--- src/rtl/mem_arbiter_pkg.sv ---
// rtl/mem_arbiter_pkg.sv - shared memory-subsystem types for the three-port memory arbiter
package mem_arbiter_pkg;

  localparam int ADR_W  = 30;
  localparam int DATA_W = 32;
  localparam int BE_W   = 4;

  localparam logic [BE_W-1:0] READ_BYTEEN = 4'b1111;

  typedef enum logic [1:0] {
    IDLE = 2'd0,
    WB   = 2'd1,
    DC   = 2'd2,
    IC   = 2'd3
  } arb_state_e;

  typedef enum logic [1:0] {
    SEL_NONE = 2'd0,
    SEL_WB   = 2'd1,
    SEL_DC   = 2'd2,
    SEL_IC   = 2'd3
  } port_sel_e;

  function automatic arb_state_e sel_to_state(input port_sel_e sel);
    case (sel)
      SEL_WB:  return WB;
      SEL_DC:  return DC;
      SEL_IC:  return IC;
      default: return IDLE;
    endcase
  endfunction

endpackage

--- src/rtl/mem_arbiter_if.sv ---
// rtl/mem_arbiter_if.sv - requester and memory bus bundle seen by the memory arbiter
interface mem_arbiter_if;
  import mem_arbiter_pkg::*;

  logic [ADR_W-1:0]  wbadr;
  logic [DATA_W-1:0] wbdata;
  logic [BE_W-1:0]   wbbyteen;
  logic              wben;
  logic              wbdone;

  logic [ADR_W-1:0]  dcadr;
  logic              dcen;
  logic [DATA_W-1:0] dcdata;
  logic              dcdone;

  logic [ADR_W-1:0]  icadr;
  logic              icen;
  logic [DATA_W-1:0] icdata;
  logic              icdone;

  logic [ADR_W-1:0]  memadr;
  logic [DATA_W-1:0] memwritedata;
  logic [DATA_W-1:0] memreaddata;
  logic [BE_W-1:0]   membyteen;
  logic              memrwb;
  logic              memen;
  logic              memdone;

  modport master (
    input  wbadr, wbdata, wbbyteen, wben,
    output wbdone,
    input  dcadr, dcen,
    output dcdata, dcdone,
    input  icadr, icen,
    output icdata, icdone,
    output memadr, memwritedata, membyteen, memrwb, memen,
    input  memreaddata, memdone
  );

  modport slave (
    output wbadr, wbdata, wbbyteen, wben,
    input  wbdone,
    output dcadr, dcen,
    input  dcdata, dcdone,
    output icadr, icen,
    input  icdata, icdone,
    input  memadr, memwritedata, membyteen, memrwb, memen,
    output memreaddata, memdone
  );

endinterface

--- src/rtl/mem_arb_prio.sv ---
// rtl/mem_arb_prio.sv - combinational port select: WB > DC > IC, IC promoted once starved
module mem_arb_prio
  import mem_arbiter_pkg::*;
#(
  parameter int STARVE_LIMIT = 8,
  parameter int CNT_W        = $clog2(STARVE_LIMIT + 1)
) (
  input  logic             wben,
  input  logic             dcen,
  input  logic             icen,
  input  logic             wbdone,
  input  logic             dcdone,
  input  logic             icdone,
  input  logic [CNT_W-1:0] starve_cnt,
  output port_sel_e        sel,
  output logic             ic_elig
);

  logic wb_elig;
  logic dc_elig;
  logic starved;

  // a port in its done cycle sits out so it cannot be granted twice for one request
  assign wb_elig = wben & ~wbdone;
  assign dc_elig = dcen & ~dcdone;
  assign ic_elig = icen & ~icdone;
  assign starved = (starve_cnt == CNT_W'(STARVE_LIMIT));

  always_comb begin
    sel = SEL_NONE;
    if (starved && ic_elig) begin
      sel = SEL_IC;
    end else if (wb_elig) begin
      sel = SEL_WB;
    end else if (dc_elig) begin
      sel = SEL_DC;
    end else if (ic_elig) begin
      sel = SEL_IC;
    end
  end

endmodule

--- src/rtl/mem_arbiter.sv ---
// rtl/mem_arbiter.sv - single-outstanding memory arbiter for write buffer, dcache and icache
module mem_arbiter
  import mem_arbiter_pkg::*;
#(
  parameter int STARVE_LIMIT = 8
) (
  input logic          clk,
  input logic          reset,
  mem_arbiter_if.master bus
);

  localparam int CNT_W = $clog2(STARVE_LIMIT + 1);

  arb_state_e        state;
  arb_state_e        state_next;
  port_sel_e         sel;
  logic              ic_elig;
  logic              grant;
  logic              complete;
  logic [CNT_W-1:0]  starve_cnt;

  logic [ADR_W-1:0]  memadr_q;
  logic [DATA_W-1:0] memwritedata_q;
  logic [BE_W-1:0]   membyteen_q;
  logic              memrwb_q;
  logic              memen_q;
  logic              wbdone_q;
  logic              dcdone_q;
  logic              icdone_q;
  logic [DATA_W-1:0] dcdata_q;
  logic [DATA_W-1:0] icdata_q;

  mem_arb_prio #(
    .STARVE_LIMIT (STARVE_LIMIT),
    .CNT_W        (CNT_W)
  ) u_prio (
    .wben       (bus.wben),
    .dcen       (bus.dcen),
    .icen       (bus.icen),
    .wbdone     (wbdone_q),
    .dcdone     (dcdone_q),
    .icdone     (icdone_q),
    .starve_cnt (starve_cnt),
    .sel        (sel),
    .ic_elig    (ic_elig)
  );

  always_ff @(posedge clk) begin
    if (reset) begin
      state <= IDLE;
    end else begin
      state <= state_next;
    end
  end

  always_comb begin
    state_next = state;
    grant      = 1'b0;
    complete   = 1'b0;
    case (state)
      IDLE: begin
        if (sel != SEL_NONE) begin
          grant      = 1'b1;
          state_next = sel_to_state(sel);
        end
      end
      WB, DC, IC: begin
        if (bus.memdone) begin
          complete   = 1'b1;
          state_next = IDLE;
        end
      end
      default: state_next = IDLE;
    endcase
  end

  always_ff @(posedge clk) begin
    if (reset) begin
      memadr_q       <= '0;
      memwritedata_q <= '0;
      membyteen_q    <= '0;
      memrwb_q       <= 1'b1;
      memen_q        <= 1'b0;
      wbdone_q       <= 1'b0;
      dcdone_q       <= 1'b0;
      icdone_q       <= 1'b0;
      dcdata_q       <= '0;
      icdata_q       <= '0;
    end else begin
      wbdone_q <= 1'b0;
      dcdone_q <= 1'b0;
      icdone_q <= 1'b0;
      if (grant) begin
        memen_q <= 1'b1;
        case (sel)
          SEL_WB: begin
            memadr_q       <= bus.wbadr;
            memwritedata_q <= bus.wbdata;
            membyteen_q    <= bus.wbbyteen;
            memrwb_q       <= 1'b0;
          end
          SEL_DC: begin
            memadr_q    <= bus.dcadr;
            membyteen_q <= READ_BYTEEN;
            memrwb_q    <= 1'b1;
          end
          default: begin
            memadr_q    <= bus.icadr;
            membyteen_q <= READ_BYTEEN;
            memrwb_q    <= 1'b1;
          end
        endcase
      end
      if (complete) begin
        memen_q <= 1'b0;
        case (state)
          WB: wbdone_q <= 1'b1;
          DC: begin
            dcdone_q <= 1'b1;
            dcdata_q <= bus.memreaddata;
          end
          IC: begin
            icdone_q <= 1'b1;
            icdata_q <= bus.memreaddata;
          end
          default: ;
        endcase
      end
    end
  end

  // counts how often IC lost while it was actually waiting; saturates to force promotion
  always_ff @(posedge clk) begin
    if (reset) begin
      starve_cnt <= '0;
    end else if (grant) begin
      if (sel == SEL_IC) begin
        starve_cnt <= '0;
      end else if (ic_elig && bus.icen && (starve_cnt != CNT_W'(STARVE_LIMIT))) begin
        starve_cnt <= starve_cnt + CNT_W'(1);
      end
    end
  end

  assign bus.memadr       = memadr_q;
  assign bus.memwritedata = memwritedata_q;
  assign bus.membyteen    = membyteen_q;
  assign bus.memrwb       = memrwb_q;
  assign bus.memen        = memen_q;
  assign bus.wbdone       = wbdone_q;
  assign bus.dcdone       = dcdone_q;
  assign bus.icdone       = icdone_q;
  assign bus.dcdata       = dcdata_q;
  assign bus.icdata       = icdata_q;

endmodule

--- src/flat_wrapper.sv ---
// flat-port wrapper written by rule: the top's interface ports become plain ports
module mem_arbiter_flat import mem_arbiter_pkg::*;
#(
  parameter int STARVE_LIMIT = 8
)
  (clk, reset, bus_wbadr, bus_wbdata, bus_wbbyteen, bus_wben, bus_wbdone, bus_dcadr, bus_dcen, bus_dcdata, bus_dcdone, bus_icadr, bus_icen, bus_icdata, bus_icdone, bus_memadr, bus_memwritedata, bus_membyteen, bus_memrwb, bus_memen, bus_memreaddata, bus_memdone);
  mem_arbiter_if bus_i ();
  input logic clk;
  input logic reset;
  input wire logic [$bits(bus_i.wbadr)-1:0] bus_wbadr;
  input wire logic [$bits(bus_i.wbdata)-1:0] bus_wbdata;
  input wire logic [$bits(bus_i.wbbyteen)-1:0] bus_wbbyteen;
  input wire logic [$bits(bus_i.wben)-1:0] bus_wben;
  output wire logic [$bits(bus_i.wbdone)-1:0] bus_wbdone;
  input wire logic [$bits(bus_i.dcadr)-1:0] bus_dcadr;
  input wire logic [$bits(bus_i.dcen)-1:0] bus_dcen;
  output wire logic [$bits(bus_i.dcdata)-1:0] bus_dcdata;
  output wire logic [$bits(bus_i.dcdone)-1:0] bus_dcdone;
  input wire logic [$bits(bus_i.icadr)-1:0] bus_icadr;
  input wire logic [$bits(bus_i.icen)-1:0] bus_icen;
  output wire logic [$bits(bus_i.icdata)-1:0] bus_icdata;
  output wire logic [$bits(bus_i.icdone)-1:0] bus_icdone;
  output wire logic [$bits(bus_i.memadr)-1:0] bus_memadr;
  output wire logic [$bits(bus_i.memwritedata)-1:0] bus_memwritedata;
  output wire logic [$bits(bus_i.membyteen)-1:0] bus_membyteen;
  output wire logic [$bits(bus_i.memrwb)-1:0] bus_memrwb;
  output wire logic [$bits(bus_i.memen)-1:0] bus_memen;
  input wire logic [$bits(bus_i.memreaddata)-1:0] bus_memreaddata;
  input wire logic [$bits(bus_i.memdone)-1:0] bus_memdone;
  assign bus_i.wbadr = bus_wbadr;
  assign bus_i.wbdata = bus_wbdata;
  assign bus_i.wbbyteen = bus_wbbyteen;
  assign bus_i.wben = bus_wben;
  assign bus_wbdone = bus_i.wbdone;
  assign bus_i.dcadr = bus_dcadr;
  assign bus_i.dcen = bus_dcen;
  assign bus_dcdata = bus_i.dcdata;
  assign bus_dcdone = bus_i.dcdone;
  assign bus_i.icadr = bus_icadr;
  assign bus_i.icen = bus_icen;
  assign bus_icdata = bus_i.icdata;
  assign bus_icdone = bus_i.icdone;
  assign bus_memadr = bus_i.memadr;
  assign bus_memwritedata = bus_i.memwritedata;
  assign bus_membyteen = bus_i.membyteen;
  assign bus_memrwb = bus_i.memrwb;
  assign bus_memen = bus_i.memen;
  assign bus_i.memreaddata = bus_memreaddata;
  assign bus_i.memdone = bus_memdone;
  mem_arbiter #(.STARVE_LIMIT(STARVE_LIMIT)) u_core (.clk(clk), .reset(reset), .bus(bus_i));
endmodule
--- config.mk ---
export PLATFORM = sky130hd
export DESIGN_NAME = mem_arbiter_flat
export DESIGN_NICKNAME = d
export VERILOG_FILES = /design/src/rtl/mem_arbiter_pkg.sv /design/src/rtl/mem_arbiter_if.sv /design/src/rtl/mem_arb_prio.sv /design/src/rtl/mem_arbiter.sv /design/src/flat_wrapper.sv
export SDC_FILE = /design/constraint.sdc
export NUM_CORES = 1
export LEC_CHECK = 0
export ABC_CLOCK_PERIOD_IN_PS = 1800
export CAP_MARGIN = 20
export CORE_MARGIN = 2
export CORE_UTILIZATION = 33
export CTS_CLUSTER_SIZE = 20
export DETAILED_ROUTE_END_ITERATION = 12
export PLACE_DENSITY = 0.67
export SLEW_MARGIN = 15
export SYNTH_ARGS = -nofsm -noshare
export SYNTH_HDL_FRONTEND = slang
export SYNTH_SLANG_ARGS = --single-unit
--- constraint.sdc ---
create_clock -name clk -period 1.8 [get_ports clk]
set_input_delay 0.54 -clock clk [delete_from_list [all_inputs] [get_ports clk]]
set_output_delay 0.54 -clock clk [all_outputs]
set_load 0.03 [all_outputs]
* Yosys cells after proc, flatten, opt, wreduce, memory -nomap -nowiden
Cells that the tools add are included.
Operators by class: mux-type cells 20, div/mod/pow operators 0, multiply operators 0, add/sub/neg operators 1, shift-type cells 0, order comparisons 0, bitwise logic cells 7, eq/ne operators 10, reductions and logical operators 14
Operators by type and width (number):
- case mux 30 bit (2 select lines) | 1
- 2-to-1 mux 2 bit | 6
- 2-to-1 mux 4 bit | 3
- AND reduction 2 bit | 5
- equality test 2 bit (second input constant) | 4
- 2-to-1 mux 1 bit | 8
- case mux 2 bit (3 select lines) | 1
- adder 4 x 1 -> 4 bit (second input constant) | 1
- equality test 2 x 1 -> 1 bit (second input constant) | 2
- equality test 4 bit (second input constant) | 1
- inequality test 4 bit (second input constant) | 1
- NOT 1 bit | 4
- case mux 2 bit (2 select lines) | 1
- nonzero test 2 bit | 2
- OR reduction 2 bit | 2
- bitwise AND 1 bit | 3
- logical AND 1 bit | 3
- OR reduction 3 bit | 1
- logical NOT 2 bit | 1
- inequality test 2 x 1 -> 1 bit (second input constant) | 1
- inequality test 2 bit (second input constant) | 1
Storage, ports and cells: logic and storage cells 64, bits in read-only memories 0, memories 0, register bits after elaboration 141, output and inout bits 135, bits in latches 0, RAM bits 0

* Depth between registers and ports, before layout
word-level depth 10, depth in mapped cells 7, mapped depth without buffers 6

* By module
Synthesis repeated with hierarchy kept, for this count alone.
Unflattened totals: cells, all modules 720, area total of the unflattened synthesis 5675.4 µm²
By module, submodules not included:
- mem_arbiter | cells an instance 711, area each 5609.1 µm², sequential area each 2822.7 µm², times used 1
- mem_arb_prio | cells an instance 9, area each 66.3 µm², sequential area each 0.0 µm², times used 1

* Worst setup path after synthesis
No wires, ideal clock.
kind input to register, start point input port bus_dcen, end point register u_core.memadr_q[14] (netlist: u_core.bus.memadr[14]), data required time 1.712 ns, path buffers 2, setup time 0.088 ns, stages on the path 6, data arrival time 1.531 ns, setup slack 0.181 ns, path through nor2b_1 > buf_2 > clkbuf_1 > nand3_1 > o2bb2ai_1 > a311oi_2
Between the ends: word-level cells in the longest chain between the ends 7, elaborated cells between the ends (all ways) 10
Ends and longest elaborated chain:
- start: declaration | line flat_wrapper.sv:16 | input wire logic [$bits(bus_i.dcen)-1:0] bus_dcen;
- bitwise AND 1 bit * | line mem_arb_prio.sv:25 | assign dc_elig = dcen & ~dcdone;
- 2-to-1 mux 2 bit * | line mem_arb_prio.sv:35 | end else if (dc_elig) begin
- 2-to-1 mux 2 bit * | line mem_arb_prio.sv:33 | end else if (wb_elig) begin
- 2-to-1 mux 2 bit * | line mem_arb_prio.sv:31 | if (starved && ic_elig) begin
- nonzero test 2 bit | line mem_arbiter.sv:62 | if (sel != SEL_NONE) begin
- 2-to-1 mux 1 bit | line mem_arbiter.sv:62
- 2-to-1 mux 1 bit | line mem_arbiter.sv:60 | case (state)
- end signal: assignment | line mem_arbiter.sv:97 | memadr_q <= bus.wbadr;
- end signal: assignment | line mem_arbiter.sv:103 | memadr_q <= bus.dcadr;
- end signal: assignment | line mem_arbiter.sv:108 | memadr_q <= bus.icadr;
- end: declaration | line mem_arbiter.sv:22 | logic [ADR_W-1:0] memadr_q;
Mark *: on every way between the ends. The rest lies on a longest branch, timed or not. A chain may end at the register's enable or synchronous reset.

* Worst setup path after layout
start point register u_core.dcdata_q[8] (netlist: u_core.bus.dcdata[8]), end point output port bus_dcdata[8]
RTL lines:
- start: declaration | line mem_arbiter.sv:30 | logic [DATA_W-1:0] dcdata_q;
- start signal: assignment | line mem_arbiter.sv:120 | dcdata_q <= bus.memreaddata;
- end: declaration | line flat_wrapper.sv:17 | output wire logic [$bits(bus_i.dcdata)-1:0] bus_dcdata;
No word-level cell between the ends.

==> run_results.csv <==
group,metric,value,unit
cells_and_area,layoutNonFillerInstCount,1280,
die,pin_count,299,
power_and_ir_drop,fin_total_pwr,9.02,mW
cells_and_area,nets,1208,
critical_path,crit_fanout,2,
synth,synth_area_per_cell,7.84,um^2
routing,wl_per_cell,15.8,um
cells_and_area,seq_area,0.00282,mm^2
routing,first_iter_violations,233,
cells_and_area,num-fill-cells,1640,
cells_and_area,drive_gt1_share,10.0,%
cells_and_area,utilization,56.9,%
timing,post-route-min-period,1.72,ns
cells_and_area,area_growth,69.1,%
power_and_ir_drop,power_density,917,mW/mm^2
timing,slew_viol_final,0,
power_and_ir_drop,power_leakage,4.17,nW
synth,synth_cells,743,
timing,slew_headroom,74.2,%
cells_and_area,multiInputGateArea,0.00276,mm^2
grt,grt_pass1_wl,31200,um
critical_path,cp_slowest_cell,"dlygate4sd2_1",
die,start_util,33.7,%
clock_tree,ctsHoldBuffers,0,
critical_path,end_kind,"output pin",
critical_path,criticalPathCategory,"reg2out",
routing,drt.antenna.violating_nets,0,
clock_tree,clock-sinks,141,
routing,viasPerCell,4.89,
cells_and_area,mostFrequentLayoutCells,"nand2_1 (258), clkdlybuf4s50_1 (160), dfxtp_1 (141)",
die,die_h,137,um
clock_tree,cts_tree,"yes",
timing,timing.hold.ws,0.448,ns
die,die_area,0.0187,mm^2
critical_path,critPathBufInv,1,
clock_tree,clk_path_buf_depth,2,
grt,grt_usage,21.3,%
critical_path,cp-start-kind,"flip-flop",
clock_tree,htreeDepth,4,
timing,worstMarginPinSlew,0.386,ns
routing,routed_wl,20300,um
clock_tree,clk-insertion-delay-late,0.42,ns
clock_tree,cts_buffers,17,
grt,globalRouteOverflowTotal,0,
power_and_ir_drop,ir_drop,0.666,mV
critical_path,slowest_delay,0.43,ns
timing,fmax,580,MHz
critical_path,critPathTopFamily,"buffers and inverters",
die,fp.dieW,137,um
critical_path,crit_chain,"dlygate4sd2_1",
routing,drc,0,
placed_design,place_hpwl,14300,um
timing,fin_crit_sh,95.8,%
routing,firstDrtPassIters,4,
critical_path,worst_ep_arrival_time,1.18,ns
timing,hold_violations,0,
placed_design,port_buffers,298,
synth,synth_warnings,0,
run_status,outcome,"finished clean",
placed_design,dp_cells,1243,
clock_tree,clk_pin_slew_worst_paths,0.06,ns
timing,setup_viol,0,
routing,num_vias,6257,
die,core,0.0173,mm^2
synth,synth_nets,909,
cells_and_area,layout_commonest_cell,"nand2_1",
synth,ys_types,36,
synth,ys_seq_elements,141,
grt,grt_pass1_vias,6183,
grt,grt_max_degree,43,
timing,fin_skew,0.00927,ns
clock_tree,clk_root_buffer_cell,"clkbuf_16",
timing,setup_tns,0,ns
critical_path,worstPathRequired,1.26,ns
placed_design,gp_congestion,0.782,
die,placementRows,48,
run,cap_viol_max_count,0,
min_path,hp-class,"reg2reg",
cells_and_area,antennaDiodeCount,0,
synth,synth-seq-area-share,48.5,%
grt,antenna_found_initial,1,
synth,syn_area,0.00582,mm^2
-- layer usage --
layer | wire length, um | GRT usage [%] | up-vias
li1 | - | - | 3127
met1 | 8080 | 24.1 | 2840
met2 | 9580 | 35.2 | 243
met3 | 2030 | 9.11 | 45
met4 | 587 | 8.93 | 2
met5 | 13 | 0 | -
-- metrics by stage --
step | area (um^2) | worst slack, ns
after floorplan | 5820 | 0.181
after global placement | 9290 | -0.365
after detailed placement | 9290 | -0.381
after CTS | 9700 | 0.00673
after global routing | 9840 | -0.00550
final | 9840 | 0.0762
-- synthesized netlist by cell type --
| cell type | instances | share of area (%) |
|---|---|---|
| o21ai_0 | 3 | 0.26 |
| buf_6 | 2 | 0.39 |
| a211o_1 | 1 | 0.15 |
| o21ai_2 | 1 | 0.15 |
| clkbuf_1 | 40 | 2.6 |
| nand2b_1 | 5 | 0.54 |
| o2bb2ai_1 | 30 | 4.5 |
| buf_4 | 3 | 0.39 |
| nand4bb_1 | 1 | 0.19 |
| and3_1 | 1 | 0.11 |
| a311oi_2 | 10 | 2.6 |
| buf_2 | 21 | 1.8 |
| a311oi_1 | 20 | 3.0 |
| ha_1 | 2 | 0.43 |
| nor3_1 | 1 | 0.086 |
| or2_4 | 1 | 0.15 |
| o22ai_2 | 1 | 0.21 |
| a211oi_1 | 1 | 0.13 |
| o22ai_1 | 4 | 0.43 |
| nand4b_1 | 1 | 0.15 |
| inv_1 | 2 | 0.13 |
| a32oi_1 | 1 | 0.15 |
| or4_1 | 1 | 0.13 |
| nor2b_1 | 5 | 0.54 |
| nor2_1 | 41 | 2.6 |
| nand2_1 | 258 | 17 |
| o21a_1 | 1 | 0.13 |
| o221ai_1 | 1 | 0.15 |
| a21oi_1 | 102 | 8.8 |
| dfxtp_1 | 141 | 48 |
| clkinv_1 | 1 | 0.064 |
| nand3_1 | 36 | 3.1 |
| a31oi_4 | 1 | 0.37 |
| or2_2 | 1 | 0.11 |
| nor4b_2 | 1 | 0.26 |
| a31oi_1 | 1 | 0.11 |
-- path summary, 6_finish.rpt --
check / to / depth (start not counted) / start / slack [ns]
max: bus_dcdata[8] / 1 / u_core.bus.dcdata[8] / 0.08
min: u_core.bus.dcdata[27] / 2 / u_core.bus.dcdata[27] / 0.45
max reg2reg: u_core.bus.memadr[9] / 6 / u_core.starve_cnt[0] / 0.15
min reg2reg: u_core.bus.dcdata[27] / 2 / u_core.bus.dcdata[27] / 0.45
-- power by group --
| part | internal (mW) | leakage (nW) | switching (mW) |
|---|---|---|---|
| Clock | 2.09 | 0.281 | 1.41 |
| Combinational | 0.939 | 2.74 | 1.15 |
| Sequential | 3.33 | 1.15 | 0.107 |
-- cell type report --
class | count | area share (%)
repair buffers | 346 | 34.4
flip-flops and latches | 141 | 28.7
multi-input cells | 533 | 28.0
clock buffers | 19 | 4.50
well taps | 225 | 2.86
clock inverters | 13 | 1.42
inverters | 3 | 0.114
-- cells by family (layout without fill, tap and decap cells) --
| logic type | count (synthesis) | after routing | share of synthesized area [%] |
|---|---|---|---|
| flip-flops | 141 | 141 | 48.5 |
| adder cells (fa/ha/maj) | 2 | 2 | 0.430 |
| AO/OA/AOI/OAI | 178 | 178 | 21.1 |
| buffers and inverters | 69 | 381 | 5.35 |
| AND/OR/NAND/NOR | 353 | 353 | 24.6 |
-- state kept, by name, summed over array words and instances, names as in the netlist --
register,cells
u_core.bus.dcdata,32
u_core.bus.dcdone,1
u_core.bus.icdata,32
u_core.bus.icdone,1
u_core.bus.memadr,30
u_core.bus.membyteen,4
u_core.bus.memen,1
u_core.bus.memrwb,1
u_core.bus.memwritedata,32
u_core.bus.wbdone,1
u_core.starve_cnt,4
u_core.state,2
-- worst register-to-register path, cell delays in order (launching register included) --
cell       delay, ns
dfxtp_1         0.38
inv_1           0.07
ha_1            0.26
inv_2           0.11
buf_4           0.31
o2bb2ai_1       0.13
a311oi_1        0.29
-- what timing repair did --
action,in CTS,in global routing
pin swaps,0,2
endpoints found under the setup margin,134,33
resized for setup,135,19
buffers inserted,0,3
cloned,0,2
(Power assumes the default switching activity.)
